File: src/rtl/sram_sp_initiator.sv
// -----------------------------------------------------------------------------
// sram_sp_initiator
//
// Requester-side controller for a single-port synchronous SRAM macro with a
// one-cycle registered read and ME/WE strobes. Client requests arrive on a
// valid/ready channel and drive the SRAM pins combinationally. Read data
// returns through a small response FIFO that applies backpressure to the
// request side. After reset the whole array is zero-filled before requests
// are accepted. Sustains one request per cycle.
//
// Parameters
//   AW          SRAM address width (depth = 2**AW)
//   DW          SRAM data width
//   RESP_DEPTH  response FIFO entries (>=2 for full throughput)
//   CLEAR_EN    1: zero-fill the array after reset, 0: start directly in RUN
//
// Ports
//   clk        in   clock, rising edge
//   rst        in   asynchronous reset, active high
//   req_valid  in   request present
//   req_ready  out  request accepted when req_valid & req_ready
//   req_we     in   1 = write, 0 = read
//   req_addr   in   word address
//   req_wdata  in   write data (ignored for reads)
//   rsp_valid  out  read data available
//   rsp_ready  in   client takes read data when rsp_valid & rsp_ready
//   rsp_rdata  out  read data, in request order
//   sram_me    out  SRAM memory enable
//   sram_we    out  SRAM write enable
//   sram_adr   out  SRAM address
//   sram_d     out  SRAM write data
//   sram_q     in   SRAM read data, valid the cycle after a read enable
//   init_done  out  high once the controller is in RUN
//   busy       out  clearing, a read in flight, or response FIFO non-empty
// -----------------------------------------------------------------------------
module sram_sp_initiator #(
    parameter int AW         = 10,
    parameter int DW         = 16,
    parameter int RESP_DEPTH = 2,
    parameter int CLEAR_EN   = 1
) (
    input  logic          clk,
    input  logic          rst,
    input  logic          req_valid,
    output logic          req_ready,
    input  logic          req_we,
    input  logic [AW-1:0] req_addr,
    input  logic [DW-1:0] req_wdata,
    output logic          rsp_valid,
    input  logic          rsp_ready,
    output logic [DW-1:0] rsp_rdata,
    output logic          sram_me,
    output logic          sram_we,
    output logic [AW-1:0] sram_adr,
    output logic [DW-1:0] sram_d,
    input  logic [DW-1:0] sram_q,
    output logic          init_done,
    output logic          busy
);

    // Pointer width for the FIFO, and a counter width with headroom for
    // occupancy plus one read still in flight.
    localparam int PW = (RESP_DEPTH > 1) ? $clog2(RESP_DEPTH) : 1;
    localparam int CW = $clog2(RESP_DEPTH + 2) + 1;

    typedef enum logic {
        ST_CLEAR,
        ST_RUN
    } state_t;

    state_t        state;
    state_t        state_next;
    logic [AW-1:0] clr_addr;
    logic [AW-1:0] clr_addr_next;

    logic          accept;
    logic          rd_pend;
    logic          push;
    logic          pop;
    logic [CW-1:0] occ;
    logic [CW-1:0] credit_used;
    logic [PW-1:0] wr_ptr;
    logic [PW-1:0] rd_ptr;
    logic [DW-1:0] fifo_mem [RESP_DEPTH];

    // The SRAM returns data one cycle after a read strobe, so the cycle
    // after an accepted read is the one that captures sram_q.
    assign push      = rd_pend;
    assign rsp_valid = (occ != '0);
    assign pop       = rsp_valid & rsp_ready;
    assign rsp_rdata = fifo_mem[rd_ptr];

    // A read in flight already owns a FIFO slot; an entry leaving this
    // cycle frees one. occ + rd_pend >= pop always holds, so no underflow.
    assign credit_used = occ + CW'(rd_pend) - CW'(pop);

    assign init_done = (state == ST_RUN);
    assign busy      = (state == ST_CLEAR) | rd_pend | (occ != '0);

    // State register and clear address counter. Reset always restarts the
    // clear sweep from address 0.
    always_ff @(posedge clk or posedge rst) begin
        if (rst) begin
            state    <= (CLEAR_EN != 0) ? ST_CLEAR : ST_RUN;
            clr_addr <= '0;
        end else begin
            state    <= state_next;
            clr_addr <= clr_addr_next;
        end
    end

    // Next-state and SRAM pin drive. During CLEAR every cycle writes a zero
    // word; the cycle that writes the last address hands over to RUN. In
    // RUN the pins follow the request combinationally, but only when the
    // request is actually accepted, so a stalled request never touches the
    // macro.
    always_comb begin
        state_next    = state;
        clr_addr_next = clr_addr;
        req_ready     = 1'b0;
        accept        = 1'b0;
        sram_me       = 1'b0;
        sram_we       = 1'b0;
        sram_adr      = '0;
        sram_d        = '0;

        case (state)
            ST_CLEAR: begin
                sram_me       = 1'b1;
                sram_we       = 1'b1;
                sram_adr      = clr_addr;
                clr_addr_next = clr_addr + AW'(1);
                if (clr_addr == '1) begin
                    state_next = ST_RUN;
                end
            end
            ST_RUN: begin
                req_ready = (credit_used < CW'(RESP_DEPTH));
                accept    = req_valid & req_ready;
                if (accept) begin
                    sram_me  = 1'b1;
                    sram_we  = req_we;
                    sram_adr = req_addr;
                    sram_d   = req_wdata;
                end
            end
        endcase
    end

    // Read tracking and the response FIFO. Push and pop may coincide, in
    // which case occupancy is unchanged. The credit rule guarantees a free
    // slot for every push, so there is no overflow guard here. Entries are
    // cleared on reset so rsp_rdata starts at zero.
    always_ff @(posedge clk or posedge rst) begin
        if (rst) begin
            rd_pend <= 1'b0;
            wr_ptr  <= '0;
            rd_ptr  <= '0;
            occ     <= '0;
            for (int i = 0; i < RESP_DEPTH; i++) begin
                fifo_mem[i] <= '0;
            end
        end else begin
            rd_pend <= accept & ~req_we;

            if (push) begin
                fifo_mem[wr_ptr] <= sram_q;
                wr_ptr <= (wr_ptr == PW'(RESP_DEPTH - 1)) ? '0 : wr_ptr + PW'(1);
            end

            if (pop) begin
                rd_ptr <= (rd_ptr == PW'(RESP_DEPTH - 1)) ? '0 : rd_ptr + PW'(1);
            end

            case ({push, pop})
                2'b10:   occ <= occ + CW'(1);
                2'b01:   occ <= occ - CW'(1);
                default: occ <= occ;
            endcase
        end
    end

endmodule
File: config.mk
export PLATFORM = sky130hd
export DESIGN_NAME = sram_sp_initiator
export DESIGN_NICKNAME = d
export VERILOG_FILES = /design/src/rtl/sram_sp_initiator.sv
export SDC_FILE = /design/constraint.sdc
export NUM_CORES = 1
export LEC_CHECK = 0
export BUFFER_PORTS_ARGS = -buffer_cell sky130_fd_sc_hd__buf_4
export CAP_MARGIN = 20
export CORE_ASPECT_RATIO = 0.5
export CORE_MARGIN = 3
export CORE_UTILIZATION = 44
export DETAILED_ROUTE_END_ITERATION = 10
export PLACE_DENSITY = 0.81
export SETUP_SLACK_MARGIN = 0.2
export SLEW_MARGIN = 0
export SYNTH_ARGS = -nofsm -noshare
export SYNTH_HDL_FRONTEND = slang
export SYNTH_SLANG_ARGS = --single-unit
File: constraint.sdc
create_clock -name clk -period 2.65 [get_ports clk]
set_input_delay 0.1325 -clock clk [delete_from_list [all_inputs] [get_ports clk]]
set_output_delay 0.1325 -clock clk [all_outputs]
set_load 0.005 [all_outputs]
==> run metrics <==
cell taking the most area after synthesis=dfrtp_1; num ports=95; GRT overflow=0; CP Launch Type=register; NetSw=a little under 700 uW; clock root buffer master=clkbuf_16; Die H=slightly below 60 um; vias per cell=~5.2; initial antenna violation count=0; area share of the largest cell type after synthesis=between 40% and 50%; PwrDens=664 nW/um2; Synth-to-Final Area Change=47.2%; Final Wtd Congestion=0.844; Internal Power=roughly 1700 uW; GRT Total Usage=between 10% and 20%; antenna-violating nets left=0; Post-synth ARST share=between 90% and 100%; endpoints failing hold=0; ys flop type=dfrtp_1; Clock Latency Late Sink=roughly 0.29 ns; fillers=371; CTS sink cnt=slightly below 50; Post-Synthesis Cells=200; period utilisation layout=111%; Clock transition at path regs=around 0.06 ns; Max-Slew Margin vs Limit=between 40% and 50%; IO buf count=94; # diodes=0; combinational power share=35.3%; CP Class=reg2out; outcome=complete, but fails checks; Sequential Area=1230 um2; final worst slack=-0.302 ns; WL final=5860 um; number of global-route vias before repair=about 2.1k; DP HPWL=just over 4000 um; Synthesis Warnings=0; CTS tree=done; Slew Limit Fails=0; Fmax achieved=about 0.34 GHz; Die X=approximately 110 um; DP Area=about 3300 um2; setup clock skew after layout=roughly 0.0053 ns; fraction of power spent switching nets=about 29%; actual slew at the worst max-slew pin=0.782 ns; initial DRC count=63; violated checks=setup timing; slowest CP cell=dfrtp_1; max cap viols=0; first-pass GRT wire length=9360 um; Synth Cell Area=around 2500 um2; syn avg cell area=between 10 and 15 um2; register area share after synthesis=between 40% and 50%; # rows=18; Setup TNS=-7.21 ns; Reg power frac=37.3%; clock buffer depth=2; syn_nets=252; area of the multi-input gates=~1300 um2; H-tree depth=2; final core occ=70.4%; maximum fanout along the worst path=17; fin nets=354; DRT Pass-1 Iters=4; reg2reg start=occ[0]$_DFFE_PP0P_; CP Data Arrival Time=between 2 and 3 ns; critical path's most frequent cell=and3_4; Critical Path RT=between 2 and 3 ns; Vias=roughly 2.0k; Synth top cells by count=dfrtp_1, mux2_2, and3_1; Critical path origin=occ[0]$_DFFE_PP0P_; LEAKAGE=approximately 0.0017 uW; type of the most critical hold path=in2reg; peak supply drop=442 uV; Initial Utilization=roughly 48%; layout cells sized above 1=60.4%; WL per Instance=15.7 um; drt drc=0; fin crit period=around 3 ns; Synth Register Bits=between 40 and 50; total CTS buffers=5; capturing element type of the critical path=primary output; HP Start=sram_q[3]; crit-path cells=or3_4 > and2_4 > ha_4 > nand2b_4 > fa_2 > xnor3_1 > and3_4 > buf_12 > and3_4 > buf_4; final instance area=approximately 3600 um2; Synth cell types=30; Core Region=slightly above 5000 um2; Post-synth EDFFs=0; largest net degree at the start of global routing=50; final setup fails=29; Synth area leaders=dfrtp_1, mux2_2, and3_1, xnor2_1, o2bb2ai_1; RSZ-0062 raised after global routing=yes; die area=around 6600 um2; Clock Power Share=a little over a quarter; CP max stage delay=around 0.40 ns
==> logic make-up (layout without fill, tap and decap cells) <==
logic type | count (synthesis) | after routing | synth area share (%)
XOR/XNOR | 15 | 15 | 5.86
adder cells (fa/ha/maj) | 5 | 5 | 3.13
multiplexers | 50 | 50 | 22.7
AO/OA/AOI/OAI | 12 | 12 | 4.19
buffers and inverters | 18 | 121 | 3.48
AND/OR/NAND/NOR | 51 | 51 | 11.2
flip-flops | 49 | 49 | 49.5
==> final cells by class <==
type / instances / share of cell area, %
Tap cell: 70 / 2.40
Sequential cell: 49 / 33.6
Multi-Input combinational cell: 133 / 35.1
Inverter: 7 / 0.721
Clock buffer: 7 / 4.19
Clock inverter: 1 / 0.137
Timing Repair Buffer: 106 / 23.8
==> power groups by stage <==
stage	clock network [uW]	logic (uW)	registers [uW]
CTS	673	858	899
global route	709	922	912
detailed placement	0	796	911
floorplan	0	503	861
global placement	0	754	907
finish	663	855	903
==> repair_timing <==
| action | CTS | global route |
|---|---|---|
| pin swaps | 3 | 4 |
| gates cloned | 0 | 0 |
| setup buffers | 2 | 1 |
| endpoints found under the setup margin | 29 | 30 |
| hold buffers | 1 | 1 |
| gates resized for setup | 14 | 4 |
| hold endpoints to repair | 1 | 11 |
==> per-stage QoR <==
stage | power [uW] | cells | setup WS [ns] | hold slack, ns
after floorplan | 1360 | 200 | 0.123 | 0.203
after global placement | 1660 | 359 | 0.0780 | 0.302
after detailed placement | 1710 | 359 | -0.0115 | 0.303
after CTS | 2430 | 370 | -0.305 | 0.0834
after global routing | 2540 | 373 | -0.373 | 0.0856
final | 2420 | 373 | -0.302 | 0.0863
==> flip-flops by register name, indices dropped and copies added, names as in the netlist <==
signal     cells
fifo_mem      32
clr_addr      10
occ            3
init_done      1
push           1
rd_ptr         1
wr_ptr         1
==> final timing paths <==
check / endpoint / cells after the start / slack (ns)
setup reg to reg: push$_DFF_PP0_ / 9 / 0.26
max in group asynchronous: fifo_mem[28]$_DFFE_PP0P_ / 4 / 1.83
setup / recovery: sram_d[7] / 10 / -0.30
hold / removal: fifo_mem[19]$_DFFE_PP0P_ / 2 / 0.09
hold reg to reg: wr_ptr$_DFFE_PP0P_ / 1 / 0.48
min in group asynchronous: fifo_mem[0]$_DFFE_PP0P_ / 3 / 0.34
==> worst max-delay path, delay by kind of cell, from the launching register on <==
kind                     cells  cell delay [ns]
adder cells (fa/ha/maj)      2             0.54
flip-flops                   1             0.40
buffers and inverters        2             0.23
XOR/XNOR                     1             0.26
AND/OR/NAND/NOR              5             1.08
==> cell usage in the layout, fill, tap and decap left out, drive strengths merged <==
cell         instances
fa                   2
xor2                 6
nand4b               1
xnor2                8
nand4                2
or4                  1
nor3                 2
nand2               15
and3b                1
buf                104
nand3b               1
xnor3                1
a32o                 2
o41ai                1
o22ai                1
nor2                 3
o2bb2ai              7
and3                18
ha                   3
nand3                2
clkbuf               7
dlygate4sd3          2
mux2i                1
nand2b               2
mux2                49
dfrtp               49
clkinv               1
and2                 1
or3                  2
a21o                 1
inv                  7
==> metal layers <==
layer	vias up	GRT usage, %	routed length, um
li1	910	-	-
met1	958	20.1	2280
met2	70	32.3	3050
met3	15	5.61	389
met4	0	7.19	142
met5	-	0	0
No activity file was read; power rests on OpenSTA's default activity.
